<file path="src/rtl/bram_port_arbiter_if.sv">
// Bus bundle between the requesters, the arbiter and the single-port BRAM.
// Requester side: i_req/i_we/i_lock/i_addr/i_wdata in, o_gnt/o_rvalid/o_rdata out.
// Memory side: o_mem_* out, i_mem_rdata in. Signal names follow the arbiter's view.
interface bram_port_arbiter_if #(
  parameter int NUM_REQ = 3,
  parameter int ADDR_W  = 10,
  parameter int DATA_W  = 8
);
  logic [NUM_REQ-1:0]        i_req;
  logic [NUM_REQ-1:0]        i_we;
  logic [NUM_REQ-1:0]        i_lock;
  logic [NUM_REQ*ADDR_W-1:0] i_addr;
  logic [NUM_REQ*DATA_W-1:0] i_wdata;
  logic [NUM_REQ-1:0]        o_gnt;
  logic [NUM_REQ-1:0]        o_rvalid;
  logic [DATA_W-1:0]         o_rdata;
  logic                      o_busy;
  logic                      o_mem_en;
  logic                      o_mem_we;
  logic [ADDR_W-1:0]         o_mem_addr;
  logic [DATA_W-1:0]         o_mem_wdata;
  logic [DATA_W-1:0]         i_mem_rdata;

  // Arbiter side.
  modport slave (
    input  i_req, i_we, i_lock, i_addr, i_wdata, i_mem_rdata,
    output o_gnt, o_rvalid, o_rdata, o_busy,
    output o_mem_en, o_mem_we, o_mem_addr, o_mem_wdata
  );

  // Requester / memory side.
  modport master (
    output i_req, i_we, i_lock, i_addr, i_wdata, i_mem_rdata,
    input  o_gnt, o_rvalid, o_rdata, o_busy,
    input  o_mem_en, o_mem_we, o_mem_addr, o_mem_wdata
  );
endinterface

</file>
<file path="src/rtl/bram_port_arbiter.sv">
// Round-robin arbiter giving NUM_REQ requesters exclusive turns on one single-port
// BRAM with a 1-cycle registered read. One access per two cycles (IDLE -> ISSUE).
// Optional burst lock: define MEMARB_BURST_LOCK_EN to let a requester holding i_lock
// keep the port across consecutive accesses.
module bram_port_arbiter #(
  parameter int NUM_REQ = 3,
  parameter int ADDR_W  = 10,
  parameter int DATA_W  = 8
) (
  input  logic                 i_clk,
  input  logic                 i_rst,
  bram_port_arbiter_if.slave   bus
);
  localparam int IDX_W = (NUM_REQ > 1) ? $clog2(NUM_REQ) : 1;

  typedef enum logic {S_IDLE, S_ISSUE} state_e;

  state_e              state_q, state_d;
  logic [NUM_REQ-1:0]  gnt_q, gnt_d;
  logic [NUM_REQ-1:0]  rvalid_q, rvalid_d;
  logic                busy_q, busy_d;
  logic                mem_en_q, mem_en_d;
  logic                mem_we_q, mem_we_d;
  logic [ADDR_W-1:0]   mem_addr_q, mem_addr_d;
  logic [DATA_W-1:0]   mem_wdata_q, mem_wdata_d;
  logic [IDX_W-1:0]    last_winner_q, last_winner_d;
  logic                rd_pend_q, rd_pend_d;

  logic [IDX_W-1:0]    rr_winner;
  logic                rr_found;
  logic [IDX_W-1:0]    winner;
  int                  cand;

  // Round-robin search: first active request after last_winner, wrapping.
  always_comb begin
    // NOTE: combinational blocks use blocking '=' and assign every output a default
    // first, so the search reads the values just computed and no latch is inferred.
    rr_winner = last_winner_q;
    rr_found  = 1'b0;
    cand      = 0;
    for (int i = 1; i <= NUM_REQ; i++) begin
      cand = int'(last_winner_q) + i;
      if (cand >= NUM_REQ) cand = cand - NUM_REQ;
      if (!rr_found && bus.i_req[cand]) begin
        rr_found  = 1'b1;
        rr_winner = IDX_W'(cand);
      end
    end
  end

`ifdef MEMARB_BURST_LOCK_EN
  logic              lock_vld_q, lock_vld_d;
  logic [IDX_W-1:0]  lock_owner_q, lock_owner_d;
  logic              lock_hit;

  // Lock owner pre-empts round-robin while it keeps requesting.
  always_comb begin
    lock_hit = lock_vld_q && bus.i_req[lock_owner_q];
    winner   = lock_hit ? lock_owner_q : rr_winner;
  end
`else
  logic lock_unused;
  assign lock_unused = ^bus.i_lock;

  // Pure round-robin: i_lock has no effect.
  always_comb begin
    winner = rr_winner;
  end
`endif

  // Next-state and registered-output logic of the IDLE/ISSUE FSM.
  always_comb begin
    state_d       = state_q;
    gnt_d         = '0;
    rvalid_d      = '0;
    busy_d        = 1'b0;
    mem_en_d      = 1'b0;
    mem_we_d      = 1'b0;
    mem_addr_d    = mem_addr_q;
    mem_wdata_d   = mem_wdata_q;
    last_winner_d = last_winner_q;
    rd_pend_d     = rd_pend_q;
`ifdef MEMARB_BURST_LOCK_EN
    lock_vld_d    = lock_vld_q;
    lock_owner_d  = lock_owner_q;
    if (state_q == S_IDLE && lock_vld_q && !bus.i_req[lock_owner_q]) lock_vld_d = 1'b0;
`endif
    case (state_q)
      S_IDLE: begin
        if (|bus.i_req) begin
          mem_en_d      = 1'b1;
          mem_we_d      = bus.i_we[winner];
          mem_addr_d    = bus.i_addr[winner*ADDR_W +: ADDR_W];
          mem_wdata_d   = bus.i_wdata[winner*DATA_W +: DATA_W];
          gnt_d         = NUM_REQ'(1) << winner;
          busy_d        = 1'b1;
          last_winner_d = winner;
          rd_pend_d     = ~bus.i_we[winner];
          state_d       = S_ISSUE;
`ifdef MEMARB_BURST_LOCK_EN
          if (bus.i_lock[winner]) begin
            lock_vld_d   = 1'b1;
            lock_owner_d = winner;
          end else if (lock_vld_q && winner == lock_owner_q) begin
            lock_vld_d   = 1'b0;
          end
`endif
        end
      end
      S_ISSUE: begin
        rvalid_d  = rd_pend_q ? (NUM_REQ'(1) << last_winner_q) : '0;
        rd_pend_d = 1'b0;
        state_d   = S_IDLE;
      end
      default: state_d = S_IDLE;
    endcase
  end

  // State and output registers with synchronous reset.
  always_ff @(posedge i_clk) begin
    // NOTE: flops use non-blocking '<=' so every register samples pre-edge values;
    // the address/data registers are reset too because they drive the BRAM port.
    if (i_rst) begin
      state_q       <= S_IDLE;
      gnt_q         <= '0;
      rvalid_q      <= '0;
      busy_q        <= 1'b0;
      mem_en_q      <= 1'b0;
      mem_we_q      <= 1'b0;
      mem_addr_q    <= '0;
      mem_wdata_q   <= '0;
      last_winner_q <= IDX_W'(NUM_REQ - 1);
      rd_pend_q     <= 1'b0;
`ifdef MEMARB_BURST_LOCK_EN
      lock_vld_q    <= 1'b0;
      lock_owner_q  <= '0;
`endif
    end else begin
      state_q       <= state_d;
      gnt_q         <= gnt_d;
      rvalid_q      <= rvalid_d;
      busy_q        <= busy_d;
      mem_en_q      <= mem_en_d;
      mem_we_q      <= mem_we_d;
      mem_addr_q    <= mem_addr_d;
      mem_wdata_q   <= mem_wdata_d;
      last_winner_q <= last_winner_d;
      rd_pend_q     <= rd_pend_d;
`ifdef MEMARB_BURST_LOCK_EN
      lock_vld_q    <= lock_vld_d;
      lock_owner_q  <= lock_owner_d;
`endif
    end
  end

  assign bus.o_gnt       = gnt_q;
  assign bus.o_rvalid    = rvalid_q;
  assign bus.o_busy      = busy_q;
  assign bus.o_mem_en    = mem_en_q;
  assign bus.o_mem_we    = mem_we_q;
  assign bus.o_mem_addr  = mem_addr_q;
  assign bus.o_mem_wdata = mem_wdata_q;
  assign bus.o_rdata     = bus.i_mem_rdata;
endmodule

</file>
<file path="src/flat_wrapper.sv">
// flat-port wrapper written by rule: the top's interface ports become plain ports
module bram_port_arbiter_flat 
#(
  parameter int NUM_REQ = 3,
  parameter int ADDR_W  = 10,
  parameter int DATA_W  = 8
)
  (i_clk, i_rst, bus_i_req, bus_i_we, bus_i_lock, bus_i_addr, bus_i_wdata, bus_i_mem_rdata, bus_o_gnt, bus_o_rvalid, bus_o_rdata, bus_o_busy, bus_o_mem_en, bus_o_mem_we, bus_o_mem_addr, bus_o_mem_wdata);
  bram_port_arbiter_if #(.NUM_REQ(NUM_REQ), .ADDR_W(ADDR_W), .DATA_W(DATA_W)) bus_i ();
  input  logic i_clk;
  input  logic i_rst;
  input wire logic [$bits(bus_i.i_req)-1:0] bus_i_req;
  input wire logic [$bits(bus_i.i_we)-1:0] bus_i_we;
  input wire logic [$bits(bus_i.i_lock)-1:0] bus_i_lock;
  input wire logic [$bits(bus_i.i_addr)-1:0] bus_i_addr;
  input wire logic [$bits(bus_i.i_wdata)-1:0] bus_i_wdata;
  input wire logic [$bits(bus_i.i_mem_rdata)-1:0] bus_i_mem_rdata;
  output wire logic [$bits(bus_i.o_gnt)-1:0] bus_o_gnt;
  output wire logic [$bits(bus_i.o_rvalid)-1:0] bus_o_rvalid;
  output wire logic [$bits(bus_i.o_rdata)-1:0] bus_o_rdata;
  output wire logic [$bits(bus_i.o_busy)-1:0] bus_o_busy;
  output wire logic [$bits(bus_i.o_mem_en)-1:0] bus_o_mem_en;
  output wire logic [$bits(bus_i.o_mem_we)-1:0] bus_o_mem_we;
  output wire logic [$bits(bus_i.o_mem_addr)-1:0] bus_o_mem_addr;
  output wire logic [$bits(bus_i.o_mem_wdata)-1:0] bus_o_mem_wdata;
  assign bus_i.i_req = bus_i_req;
  assign bus_i.i_we = bus_i_we;
  assign bus_i.i_lock = bus_i_lock;
  assign bus_i.i_addr = bus_i_addr;
  assign bus_i.i_wdata = bus_i_wdata;
  assign bus_i.i_mem_rdata = bus_i_mem_rdata;
  assign bus_o_gnt = bus_i.o_gnt;
  assign bus_o_rvalid = bus_i.o_rvalid;
  assign bus_o_rdata = bus_i.o_rdata;
  assign bus_o_busy = bus_i.o_busy;
  assign bus_o_mem_en = bus_i.o_mem_en;
  assign bus_o_mem_we = bus_i.o_mem_we;
  assign bus_o_mem_addr = bus_i.o_mem_addr;
  assign bus_o_mem_wdata = bus_i.o_mem_wdata;
  bram_port_arbiter #(.NUM_REQ(NUM_REQ), .ADDR_W(ADDR_W), .DATA_W(DATA_W)) u_core (.i_clk(i_clk), .i_rst(i_rst), .bus(bus_i));
endmodule
</file>
<file path="config.mk">
export PLATFORM = sky130hd
export DESIGN_NAME = bram_port_arbiter_flat
export DESIGN_NICKNAME = d
export VERILOG_FILES = /design/src/rtl/bram_port_arbiter_if.sv /design/src/rtl/bram_port_arbiter.sv /design/src/flat_wrapper.sv
export SDC_FILE = /design/constraint.sdc
export NUM_CORES = 1
export LEC_CHECK = 0
export ABC_AREA = 1
export ABC_CLOCK_PERIOD_IN_PS = 2900
export CAP_MARGIN = 20
export CORE_MARGIN = 3
export CORE_UTILIZATION = 39
export CTS_CLUSTER_SIZE = 25
export DETAILED_ROUTE_END_ITERATION = 12
export HOLD_SLACK_MARGIN = 0.03
export PLACE_DENSITY_LB_ADDON = 0.1
export SYNTH_ARGS = -nofsm -noshare
export SYNTH_HDL_FRONTEND = slang
export SYNTH_SLANG_ARGS = --single-unit
</file>
<file path="constraint.sdc">
create_clock -name i_clk -period 2.9 [get_ports i_clk]
set_input_delay 0.58 -clock i_clk [delete_from_list [all_inputs] [get_ports i_clk]]
set_output_delay 0.58 -clock i_clk [all_outputs]
set_load 0.03 [all_outputs]
</file>
==> results of run 1 <==
power by group:
group,internal (mW),total [mW],switching (mW)
Sequential,0.519,0.579,0.0594
Clock,0.188,0.328,0.140
Combinational,0.737,2.17,1.43
Total,1.44,3.07,1.63
cell type report:
| class | count | area share, % |
|---|---|---|
| well taps | 65 | 2.85 |
| repair buffers | 93 | 32.2 |
| multi-input cells | 228 | 38.3 |
| clock buffers | 7 | 3.03 |
| flip-flops and latches | 29 | 20.4 |
| inverters | 24 | 3.25 |
placed cells by master (no fill, tap or decap):
master / synthesis / final
a21oi_1: 3 / 3
a21oi_2: 5 / 5
a22oi_1: 1 / 1
a31oi_1: 1 / 1
buf_4: 11 / 5
clkbuf_1: 2 / 1
clkbuf_8: 0 / 6
clkdlybuf4s50_1: 0 / 88
dfxtp_1: 29 / 29
ha_1: 4 / 4
inv_1: 18 / 18
inv_2: 5 / 5
inv_4: 1 / 1
nand2_1: 112 / 112
nand2_2: 8 / 8
nand2_4: 3 / 3
nand3_1: 41 / 41
nand3_2: 4 / 4
nand3_4: 1 / 1
nand3b_1: 2 / 2
nand4_1: 1 / 1
nor2_1: 27 / 27
nor2_2: 2 / 2
nor3_1: 3 / 3
o21ai_0: 9 / 9
xnor2_1: 1 / 1
critical path, cell delays in order, from the launching register on:
cell and delay, ps:
dfxtp_1 380, inv_1 120, ha_1 500, nand2_1 170, nand2_2 120, nand2_4 90
nand3_4 140, nand3_2 250, inv_2 300, nand2_1 90, nand3_1 90, nand3_1 70
nand2_1 60
state kept, by name (all words and copies together), names as in the netlist:
register                flops
u_core.bus.o_mem_we         1
u_core.rd_pend_q            1
u_core.bus.o_mem_wdata      8
u_core.bus.o_mem_addr      10
u_core.bus.o_gnt            3
u_core.last_winner_q        2
u_core.bus.o_rvalid         3
u_core.bus.o_busy           1
per-stage QoR:
| stage | worst slack, ps | hold WS, ps | cells | total power [mW] |
|---|---|---|---|---|
| floorplan | 863 | 455 | 301 | 2.36 |
| detailed placement | 346 | 438 | 439 | 2.76 |
| CTS | 439 | 453 | 446 | 3.10 |
| global route | 179 | 460 | 446 | 3.37 |
| global placement | 359 | 436 | 439 | 2.73 |
| finish | 459 | 452 | 446 | 3.07 |
kinds of logic after synthesis:
family / synth area share (%)
xor+xnor: 0.453
flops: 30.1
fa+ha+maj: 2.59
buf+inv: 13.3
compound gates: 6.09
simple gates: 47.5
layer usage:
metal	GRT usage, %	vias up	part of all wire (%)
met5	0	-	0
met2	29.3	58	46
li1	-	1098	-
met3	5.32	4	5.8
met4	3.80	0	0.60
met1	24.2	901	48
worst min path at each step:
stage,to
after floorplan,u_core.bus.o_rvalid[2]
after global placement,u_core.bus.o_mem_addr[9]
after detailed placement,u_core.bus.o_mem_wdata[1]
after CTS,u_core.bus.o_mem_wdata[0]
after global routing,u_core.bus.o_mem_wdata[0]
final,u_core.bus.o_mem_wdata[0]
==> summary.txt, run 1 <==
Clock tree
  • Setup bufs post-CTS: 0
  • Clock root buffer: clkbuf_8
  • Clock Path Buffers: 2
  • Latest clock arrival within the worst-skew pair: 270 ps
  • H-tree depth: 2
  • # clock sinks: 29
  • Post-CTS Hold Fix Bufs: 0
  • Clock slew at reported path FFs: 60 ps
  • TritonCTS buffer count: 5
  • PostCTS Resize Cnt: 0
  • TritonCTS clock tree: done

Floorplanning
  • # IOs: 108
  • Die Wd: around 76 µm
  • Core area: about 0.0046 mm²
  • Die area: between 0.005 and 0.006 mm²
  • Die Y-Extent: about 76 µm
  • FP Rows: 24
  • Initial Util: about 42%

Yosys
  • Synth Flop Type: dfxtp_1
  • Sequential share of the synthesized area: a little under a third
  • Synth area leader: dfxtp_1
  • Post-synthesis register bit count: 29
  • Ys async rst share: 0%
  • Most frequent cell after synthesis: nand2_1
  • Post-Syn Nets: roughly 380
  • Post-Synthesis Cells: 301
  • Number of synthesized flops with an enable pin: 0
  • Synth top cells by count: 112 x nand2_1, 41 x nand3_1, 29 x dfxtp_1, 27 x nor2_1, 18 x inv_1
  • Syn Std Cell Area: 0.00193 mm²
  • YS warnings: 0
  • Syn avg cell area: around 6.4 µm²
  • Area contributors post-synth: dfxtp_1 30%, nand2_1 22%, nand3_1 11%
  • Cell variety after synth: 27
  • Synth top area share: 30.1%

Worst setup path
  • R2r worst-path depth: 12
  • CP max FO: 14
  • Critical Path RT: approximately 3100 ps
  • Worst setup path endpoint: u_core.bus.o_mem_addr[1]
  • Flop2flop setup slack: approximately 460 ps
  • Worst Setup SP: u_core.last_winner_q[1]
  • Critical path type: flop to flop
  • RR Startpoint: u_core.last_winner_q[1]
  • WP data arrival: between 2000 and 3000 ps
  • Worst setup EP type: flop
  • Worst r2r dst: u_core.bus.o_mem_addr[1]
  • Worst Setup Start Kind: flop

Drt
  • Vias after detailed routing: between 2000 and 2500
  • Vias per cell: 4.62
  • Initial drt markers: around 160
  • DRT Wirelength: roughly 5300 µm
  • Post-route DRC: 0
  • Wire length per cell: ~12 µm
  • ANT nets after route: 0
  • First drt pass iteration count: 4

Placement
  • Placer Congestion: 0.763
  • IO Port Bufs: 88
  • Post-DP Area: roughly 0.0028 mm²
  • Hpwl dp: roughly 4000 µm

Finish
  • Area taken by multi-input logic gates: between 0.001 and 0.0015 mm²
  • Layout area overhead: 47.7%
  • FILL cells: about 460
  • Share of post-route cells with drive strength above 1: a little over a tenth
  • Final Core Density: between 60 and 70%
  • Fin nets: roughly 460
  • Design Area, Final: between 0.002 and 0.003 mm²
  • N_diodes: 0
  • FF+latch area: around 580 µm²

Timing
  • Final setup violation count: 0
  • Max Clk Rate: about 410 MHz
  • Slew @ Worst Pin: 375 ps
  • Max-slew violations: 0
  • Final min period: 2440 ps
  • Period utilisation layout: 84.2%
  • Clk_skew: approximately 6.5 ps
  • RSZ-0062 raised after global routing: false
  • Endpoints failing hold: 0
  • Slew headroom: 74.9%
  • Setup TNS: 0 ps

Global route
  • First-pass GRT wire length: slightly below 9000 µm
  • Largest net degree at the start of global routing: 26
  • Total grt overflow: 0
  • Initial antenna violation count: 0
  • Number of global-route vias before repair: approximately 1900
  • GRT Total Usage: between 10% and 20%

Hold path
  • Worst min-delay path startpoint: u_core.bus.o_mem_wdata[0]
  • Hold depth: 2
  • Hold/Removal Path Class: flop to flop

Pwr
  • Leak pwr: between 1 and 1.5 nW
  • Pwr dens: between 1000 and 1500 mW/mm²
  • Peak supply drop: around 0.00066 V

Flow run
  • Max-cap violations: 0

Run status
  • Status: completed
No activity file was read; power rests on OpenSTA's default activity.
==> run 2, diff against run 1 <==
Settings changed: ABC_CLOCK_PERIOD_IN_PS 2900 to 2100, CORE_UTILIZATION 39 to 35.
Clock period 2.9 ns to 2.1 ns, I/O delays scaled along.
==> run 2 against run 1 <==
  * Final cell count increased by 7.6%
  * Register-to-register slack got worse by 340 ps
  * Worst setup slack lost 340 ps
  * Die area is 11% higher
  * Highest routed layer unchanged
==> summary.txt, run 2 (synthesis gave the netlist of run 1 again) <==
Worst setup path
  • RR Startpoint: u_core.last_winner_q[0]
  • Worst Setup SP: u_core.last_winner_q[0]
  • Worst Setup Start Kind: flop
  • CP max FO: 7
  • Critical path type: flop to flop
  • Worst r2r dst: u_core.bus.o_mem_addr[5]
  • Critical Path RT: roughly 2300 ps
  • Crit-path cells: inv_2, ha_4, buf_4, xnor2_1, nor2_1, nor2_4, nand2_2, nand3_4, nand2_8, nand2_1, nand2_1, nor2_1, nor2_1
  • Flop2flop setup slack: 120 ps
  • CP max-delay cell: dfxtp_2
  • WP data arrival: around 2200 ps
  • Worst setup EP type: flop
  • Worst setup path endpoint: u_core.bus.o_mem_addr[5]
  • Crit path top cell by count: nor2_1
  • Slowest cell delay on critical path: roughly 330 ps
  • R2r worst-path depth: 13

Finish
  • Commonest non-fill, non-tap cell in the layout: nand2_1
  • Layout area overhead: 66.3%
  • Max reg flops: 10
  • FF+latch area: a little under 600 µm²
  • Fin nets: slightly below 500
  • Commonest non-fill, non-tap cells in the layout: 108 x nand2_1, 88 x clkdlybuf4s50_1, 38 x nand3_1, 28 x dfxtp_1, 27 x nor2_1
  • Final Core Density: between 60% and 70%
  • Area taken by multi-input logic gates: ~0.0012 mm²
  • N_diodes: 0
  • FILL cells: between 500 and 600
  • Share of post-route cells with drive strength above 1: 19.8%

Pwr
  • Peak supply drop: approximately 0.00080 V
  • Pwr dens: ~1600 mW/mm²
  • Leak pwr: about 1.5 nW

Drt
  • Vias after detailed routing: 2148
  • First drt pass iteration count: 4
  • DRT Wirelength: approximately 5700 µm
  • ANT nets after route: 0
  • Post-route DRC: 0
  • Vias per cell: approximately 4.5
  • Wire length per cell: roughly 12 µm
  • Initial drt markers: between 60 and 70

Global route
  • GRT Max-Usage Layer: met2
  • GRT Total Usage: 17.0%
  • Largest net degree at the start of global routing: 26
  • Total grt overflow: 0
  • Routing usage on met3: under 10%
  • Initial antenna violation count: 0
  • Met1 Track Usage GR: 22.4%
  • Met2 Use GR: about 28%
  • First-pass GRT wire length: ~9000 µm
  • Number of global-route vias before repair: 1984

Placement
  • Hpwl dp: about 4200 µm
  • IO Port Bufs: just under 90
  • Placer Congestion: between 0.8 and 0.9

Run status
  • Status: completed

Clock tree
  • TritonCTS buffer count: 5
  • Post-CTS Hold Fix Bufs: 0
  • Latest clock arrival within the worst-skew pair: between 200 and 300 ps
  • # clock sinks: 29
  • TritonCTS clock tree: done
  • H-tree depth: 2
  • Clock root buffer: clkbuf_8
  • Clock Path Buffers: 2
  • Clock slew at reported path FFs: about 60 ps

Floorplanning
  • Core area: 0.00524 mm²
  • Die Y-Extent: 80.3 µm
  • FP Rows: 26
  • Initial Util: 36.9%
  • Die area: 0.00645 mm²
  • Die Wd: 80.3 µm
  • # IOs: ~110

Timing
  • Final min period: between 1500 and 2000 ps
  • Period utilisation layout: about 94%
  • Endpoints failing hold: 0
  • Max Clk Rate: 504 MHz
  • Slew headroom: 77.6%
  • Slew @ Worst Pin: ~340 ps
  • Max-slew violations: 0
  • Final setup violation count: 0
  • Setup TNS: 0 ps
  • Clk_skew: 7.47 ps

Hold path
  • Worst min-delay path startpoint: u_core.bus.o_mem_wdata[4]
  • Hold/Removal Path Class: flop to flop

Flow run
  • Max-cap violations: 0
run 2: cell types whose count changed in the layout (fill, tap and decap cells not counted), moves of 2 or more:
| cell | change |
|---|---|
| nand2_8 | +2 |
| nand3_1 | -3 |
| ha_4 | +2 |
| ha_1 | -2 |
| nand2_1 | -4 |
| clkinv_2 | +2 |
| nand3_4 | +3 |
| buf_6 | +3 |
| nand2_4 | +3 |
| nand2_2 | +3 |
| buf_4 | +20 |
run 2: per-stage QoR:
| stage | total power, mW | worst slack (ps) | cells | instance area (µm²) | hold WS, ps |
|---|---|---|---|---|---|
| 2_1_floorplan | 3.26 | 62.7 | 301 | 1930 | 455 |
| 3_3_place_gp | 4.15 | -157 | 465 | 2940 | 437 |
| 3_5_place_dp | 4.17 | -167 | 465 | 2940 | 441 |
| 4_1_cts | 4.66 | 4.99 | 473 | 3040 | 452 |
| 5_1_grt | 5.69 | -22.8 | 480 | 3210 | 472 |
| 6_report | 5.17 | 117 | 480 | 3210 | 449 |
run 2: layout make-up:
class                           instances  share of cell area, %
Inverter                               24                   2.96
Clock buffer                            6                   2.26
Sequential cell                        29                   18.1
Tap cell                               70                   2.73
Multi-Input combinational cell        232                   38.7
Clock inverter                          2                  0.312
Timing Repair Buffer                  117                   34.9
run 2: per-layer routing:
layer	up-vias	wire (µm)	share of wire (%)
li1	1160	-	-
met1	916	2630	46
met2	64	2620	46
met3	8	380	6.7
met4	0	31	0.55
met5	-	0	0
run 2: report_power, final:
part           switching (mW)  leakage (nW)  total (mW)  internal, mW
sequential             0.0760         0.240       0.794         0.718
clock                   0.200        0.0450       0.429         0.229
combinational            2.34          1.20        3.94          1.60
total                    2.62          1.49        5.17          2.55
run 2: worst min-delay path by stage:
stage | to | cells past startpoint | slack [ps]
finish | u_core.bus.o_mem_wdata[4] | 2 | 450
global route | u_core.bus.o_mem_addr[8] | 2 | 470
CTS | u_core.bus.o_mem_wdata[4] | 2 | 450
detailed placement | u_core.bus.o_mem_wdata[7] | 2 | 440
global placement | u_core.bus.o_mem_wdata[1] | 2 | 440
floorplan | u_core.bus.o_rvalid[2] | 2 | 450
run 2: critical path, delay by kind of cell, from the launching register on:
kind                       cells  cell delay [ps]
buffers and inverters          2              190
xor gates and xnor gates       1              190
and+or+nand+nor                9              900
adders and majority gates      1              270
DFF                            1              330
run 2: timing repair:
action,4_1_cts,5_1_grt
resized for setup,3,24
pin swaps,0,8
setup endpoints to repair,20,24
gates cloned,0,4
setup buffers,0,3
==> patch 1 (flow settings as in run 2) <==
`NUM_REQ` is set to 3 in 3 places; all go to 6.
--- a/src/rtl/bram_port_arbiter_if.sv
+++ b/src/rtl/bram_port_arbiter_if.sv
@@ -2,7 +2,7 @@
 // Requester side: i_req/i_we/i_lock/i_addr/i_wdata in, o_gnt/o_rvalid/o_rdata out.
 // Memory side: o_mem_* out, i_mem_rdata in. Signal names follow the arbiter's view.
 interface bram_port_arbiter_if #(
-  parameter int NUM_REQ = 3,
+  parameter int NUM_REQ = 6,
   parameter int ADDR_W  = 10,
   parameter int DATA_W  = 8
 );
--- a/src/rtl/bram_port_arbiter.sv
+++ b/src/rtl/bram_port_arbiter.sv
@@ -3,7 +3,7 @@
 // Optional burst lock: define MEMARB_BURST_LOCK_EN to let a requester holding i_lock
 // keep the port across consecutive accesses.
 module bram_port_arbiter #(
-  parameter int NUM_REQ = 3,
+  parameter int NUM_REQ = 6,
   parameter int ADDR_W  = 10,
   parameter int DATA_W  = 8
 ) (
--- a/src/flat_wrapper.sv
+++ b/src/flat_wrapper.sv
@@ -1,7 +1,7 @@
 // flat-port wrapper written by rule: the top's interface ports become plain ports
 module bram_port_arbiter_flat 
 #(
-  parameter int NUM_REQ = 3,
+  parameter int NUM_REQ = 6,
   parameter int ADDR_W  = 10,
   parameter int DATA_W  = 8
 )
Ports: changed (7 resized); port bits go from 108 to 177. The function was not compared with the original's and may differ.
==> patch 1 against run 2 <==
First-iteration DRC count grew to 5.2 times the old value. Area after synthesis increased by 80%. Design area increased by 120%. The flow now finishes with violations (setup timing). Routed wire length rose to 2.9 times the old value. Sequential cell count increased by 7. Highest routed layer unchanged. Setup slack got worse by 1.0 ns.
Power is not shown: default switching activity piles up to over one toggle a cycle in this logic, so the estimate is an artifact.
==> patch 1: results (changes against run 2) <==
[timing]
clock-skew-final_ns=0.01323  ; +0.005764 ns
fin_tns_setup_ns=-23.02  ; -23.02 ns
layout_setup_ws_ns=-0.9102  ; -1.027 ns
worst-slew-pin-transition_ns=0.3609  ; +0.02579 ns
setup_violations=29  ; +29

[yosys]
synth_flop_cell=dfxtp_1
synth.distinct_cells=30  ; +11%
yosys-top-cells-area=nand2_1 31%, dfxtp_1 21%, nand3_1 17%
yosysSeqAreaShare_pct=20.73  ; -9.3 points
synthTopCellsByCount=288 x nand2_1, 116 x nand3_1, 38 x inv_1
syn_nets=777  ; +110%
async_flop_share_pct=0  ; unchanged

[grt]
met3_usage_pct=5.879  ; +0.95 points
grt_util_met1_pct=33.67  ; +11 points
grt_max_degree=34  ; +31%
grt_use_total_pct=27.40  ; +10 points
antenna_found_initial=0  ; unchanged
grt_pass1_vias=5020  ; +150%
grt_use_met2_pct=46.45  ; +19 points
grt_pass1_wl_um=24710  ; +180%

[drt]
drtIter0Drc=357  ; +420%
drt_pass1_iterations=5  ; +1
wirelength_um=16510  ; +190%
vias=5139  ; +140%

[worst_setup_path]
crit_fanout=6  ; -1
rrSetupSlack_ns=-0.91  ; -1.03 ns
cp.arrival_ns=3.19  ; +1.04 ns
cp-startpoint=u_core.last_winner_q[1]
r2r_cells=22  ; +9
crit_path_end=u_core.rd_pend_q

[cts]
cts_buffer_depth=2  ; unchanged
clkTransAtPathRegs_ns=0.09  ; +0.03 ns
cts_max_level=2  ; unchanged
insertion_delay_ns=0.29  ; +0.02 ns
cts_buffers=5  ; unchanged

[placed_design]
dp_hpwl_um=10600  ; +150%
port_buffers=154  ; +75%
dp_slack_ns=-1.060  ; -0.8935 ns
globalplace.congestion=0.8439  ; +3.7%

[cells_and_area]
n_antenna_cell=0  ; unchanged
nets=1020  ; +110%
drive_gt1_share_pct=34.55  ; +15 points

[run_status]
violations=setup timing
status=complete, but fails checks

## patch 1: timing repair
| action | CTS | global route |
|---|---|---|
| endpoints found under the setup margin | 29 | 29 |
| pin swaps | 28 | 56 |
| gates resized for setup | 119 | 110 |
| gates cloned | 15 | 2 |
| setup buffers | 25 | 5 |
## patch 1: worst min-delay path by stage
stage	start	slack [ns]	cells past startpoint	end
2_1_floorplan	u_core.rd_pend_q	0.49	2	u_core.rd_pend_q
3_3_place_gp	u_core.bus.o_mem_addr[8]	0.45	2	u_core.bus.o_mem_addr[8]
3_5_place_dp	u_core.bus.o_mem_addr[4]	0.46	2	u_core.bus.o_mem_addr[4]
4_1_cts	u_core.bus.o_mem_addr[7]	0.47	2	u_core.bus.o_mem_addr[7]
5_1_grt	u_core.bus.o_mem_wdata[3]	0.49	2	u_core.bus.o_mem_wdata[3]
6_report	u_core.bus.o_mem_addr[6]	0.48	2	u_core.bus.o_mem_addr[6]
## patch 1: logic make-up after synthesis
logic type / share of synthesized area [%]
buffers and inverters: 11.59
flip-flops: 20.73
AND/OR/NAND/NOR: 57.38
adder cells (fa/ha/maj): 3.960
AO/OA/AOI/OAI: 6.335
## patch 1: area by class of cell
type / count / area (um^2)
fillers: 748 / 2356
multi-input cells: 514 / 3113
clock buffers: 5 / 68.82
inverters: 40 / 170.2
well taps: 129 / 161.4
repair buffers: 276 / 2819
clock inverters: 3 / 41.29
flip-flops and latches: 36 / 729.5
## patch 1: through the flow
stage / hold WS (ns) / cell area, um^2 / instances
floorplan: 0.4919 / 3562 / 630
global placement: 0.4524 / 5675 / 951
detailed placement: 0.4581 / 5675 / 951
CTS: 0.4695 / 6691 / 999
global route: 0.4949 / 7103 / 1003
finish: 0.4768 / 7103 / 1003
## patch 1: routing by layer
metal	vias up	share of wire, %	wire, um
met2	243	49	8102
met1	2341	40	6636
met5	-	0	0
met4	0	3.6	595
li1	2504	-	-
met3	51	7.1	1179
## patch 1: critical path, cell delays in order, from the launching register on
cell and delay (ns):
dfxtp_4 0.41, inv_6 0.06, ha_4 0.26, buf_6 0.13, buf_4 0.13, nand3_1 0.14, nand3_2 0.11, buf_4 0.15
nand3_4 0.11, nand3_4 0.10, nor2_4 0.15, nand2_4 0.12, nand2_8 0.12, buf_4 0.15, nand2_8 0.09, inv_4 0.09
nand2_1 0.08, nand2_1 0.10, nand2_2 0.06, nand2_1 0.08, nand2_2 0.07, nor2_1 0.10, nor2_1 0.05
==> patch 2 (flow settings as in run 2) <==
Without the edit above. `mem_wdata_q` no longer has a reset.
--- a/src/rtl/bram_port_arbiter.sv
+++ b/src/rtl/bram_port_arbiter.sv
@@ -128,7 +128,6 @@
       mem_en_q      <= 1'b0;
       mem_we_q      <= 1'b0;
       mem_addr_q    <= '0;
-      mem_wdata_q   <= '0;
       last_winner_q <= IDX_W'(NUM_REQ - 1);
       rd_pend_q     <= 1'b0;
 `ifdef MEMARB_BURST_LOCK_EN
@@ -143,7 +142,6 @@
       mem_en_q      <= mem_en_d;
       mem_we_q      <= mem_we_d;
       mem_addr_q    <= mem_addr_d;
-      mem_wdata_q   <= mem_wdata_d;
       last_winner_q <= last_winner_d;
       rd_pend_q     <= rd_pend_d;
 `ifdef MEMARB_BURST_LOCK_EN
@@ -151,6 +149,10 @@
       lock_owner_q  <= lock_owner_d;
 `endif
     end
+  end
+
+  always_ff @(posedge i_clk) begin
+    mem_wdata_q <= mem_wdata_d;
   end
 
   assign bus.o_gnt       = gnt_q;
Function: changed (Yosys sat finds a counterexample within 4 cycles, from zero or initial values and one cycle with i_rst high).
==> patch 2 against run 2 <==
Fmax increased by 0.57%. Design area fell by 4.6%. Sequential cell count is the same. Total power grew 0.60%. Critical path depth grew 1. Via count down 6.2%. Routed wire length shrank 6.2%. Clock skew up 0.0018 ns. Count of clock-buffer cells in the layout up 1. Setup slack better by 0.011 ns. Area after synthesis is 2.1% lower.
==> patch 2: results (changes against run 2) <==
[cells_and_area]
largest_reg_flops=10  ; unchanged
n_antenna_cell=0  ; unchanged
nets=439  ; -9.7%
drive_gt1_share_pct=20.11  ; +0.35 points
instances_no_fill=433  ; -9.8%
nFillCells=487  ; -4.7%

[yosys]
synth_compound_area_share_pct=8.135  ; +2.0 points
synthAdderAreaFrac_pct=2.646  ; +0.055 points
synth_warnings=0  ; unchanged
synth_xor_area_share_pct=0.4630  ; +0.0096 points
synthMuxAreaShare_pct=0  ; unchanged
yosysSeqAreaShare_pct=34.92  ; +4.9 points
synth_edf_count=8  ; +8
async_flop_share_pct=0  ; unchanged
synthCells=259  ; -14%
synth.distinct_cells=26  ; -3.7%
syn_nets=336  ; -11%
yosys-top-cells-area=dfxtp_1 22%, nand2_1 14%, edfxtp_1 13%
synth_flop_cell=dfxtp_1
synthTopCellsByCount=69 x nand2_1, 38 x nand3_1, 21 x dfxtp_1

[cts]
clock-root-buffer=clkbuf_8
cts_max_level=2  ; unchanged
cts_buffer_depth=2  ; unchanged
cts_buffers=5  ; unchanged
insertion_delay_ns=0.28
clkTransAtPathRegs_ns=0.07

[grt]
grt_max_degree=19  ; -27%
antenna_found_initial=0  ; unchanged
grt_pass1_wl_um=8811  ; -0.54%
grt_use_total_pct=17.57  ; +0.53 points
grt_pass1_vias=1950  ; -1.7%

[power_and_ir_drop]
max-vdd-ir-drop_uv=667.3  ; -16%
internal_power_mw=2.771  ; +8.9%
p_leak_nw=1.355  ; -8.9%

[worst_setup_path]
cp.arrival_ns=2.00  ; -0.15 ns
crit_fanout=10  ; +3

[drt]
wl_per_cell_um=12.26  ; +4.0%
drt_pass1_iterations=6  ; +2
via_per_inst=4.654  ; +4.0%
drtIter0Drc=65  ; -5.8%

[placed_design]
port_buffers=88  ; unchanged
globalplace.congestion=0.8009  ; -1.6%
dp_hpwl_um=4144  ; -1.1%
dp_slack_ns=-0.1402  ; +0.02678 ns
place_inst=424  ; -8.8%

[hold_path]
min_path_type=reg2reg

[timing]
worst-slew-pin-transition_ns=0.3382  ; +0.003067 ns
clock-skew-final_ns=0.009257  ; +0.001791 ns

[run_status]
status=finished, final reports clean

## patch 2: timing repair
action                     CTS  global route
setup endpoints to repair   16            21
pin swaps                    0             4
gates resized for setup      2            11
setup buffers                0             1
## patch 2: per-stage QoR
| step | util (%) | area (um^2) | setup TNS [ns] |
|---|---|---|---|
| 2_1_floorplan | - | 1892 | 0 |
| 3_3_place_gp | 56.75 | 2935 | -1.189 |
| 3_5_place_dp | 56.75 | 2935 | -1.752 |
| 4_1_cts | 58.54 | 3028 | 0 |
| 5_1_grt | 59.26 | 3065 | -0.01206 |
| 6_report | 59.26 | 3065 | 0 |
## patch 2: worst paths after layout
path | startpoint | endpoint | slack, ns | cells after the start
max | u_core.last_winner_q[1] | u_core.bus.o_mem_wdata[7] | 0.13 | 14
max reg2reg | u_core.last_winner_q[1] | u_core.bus.o_mem_wdata[7] | 0.13 | 14
min | u_core.bus.o_mem_addr[8] | u_core.bus.o_mem_addr[8] | 0.45 | 2
min reg2reg | u_core.bus.o_mem_addr[8] | u_core.bus.o_mem_addr[8] | 0.45 | 2
## patch 2: cell type report
class                      count  area, um^2  share of cell area (%)
sequential                    29       661.9                   21.59
tap                           70       87.58                   2.857
inverter                      20       77.57                   2.531
clock inverter                 1       3.754                  0.1224
clock buffer                   7       76.32                   2.490
timing repair buffer         115        1145                   37.35
multi-input combinational    191        1013                   33.06
## patch 2: cells by family after synthesis
group / count (synthesis)
AO/OA/AOI/OAI: 27
XOR/XNOR: 1
adder cells (fa/ha/maj): 4
buffers and inverters: 39
flip-flops: 29
AND/OR/NAND/NOR: 159
## patch 2: critical path, cell delays in order, from the launching register on
cell and delay, ns:
dfxtp_1 0.33, inv_1 0.08, ha_4 0.34, inv_4 0.06, nand2_4 0.06, nand3_4 0.07, nand2_4 0.11, nand2_1 0.07
inv_2 0.07, nand2_2 0.06, nand3_2 0.06, nand2_2 0.10, buf_12 0.16, nand3_1 0.06, o21ai_1 0.06
## patch 2: power by group through the flow
stage / combinational [mW] / sequential [mW] / clock (mW)
detailed placement: 3.78 / 0.911 / 0
global placement: 3.72 / 0.910 / 0
global route: 4.25 / 0.919 / 0.483
CTS: 3.81 / 0.902 / 0.451
finish: 3.86 / 0.902 / 0.433
floorplan: 2.19 / 1.26 / 0
## patch 2: layer usage
metal / up-vias / global-route usage, % / share of wire [%]
li1: 1033 / - / -
met4: 0 / 3.608 / 0.32
met1: 910 / 20.40 / 42
met5: - / 0 / 0
met3: 2 / 6.546 / 8.5
met2: 70 / 30.72 / 49
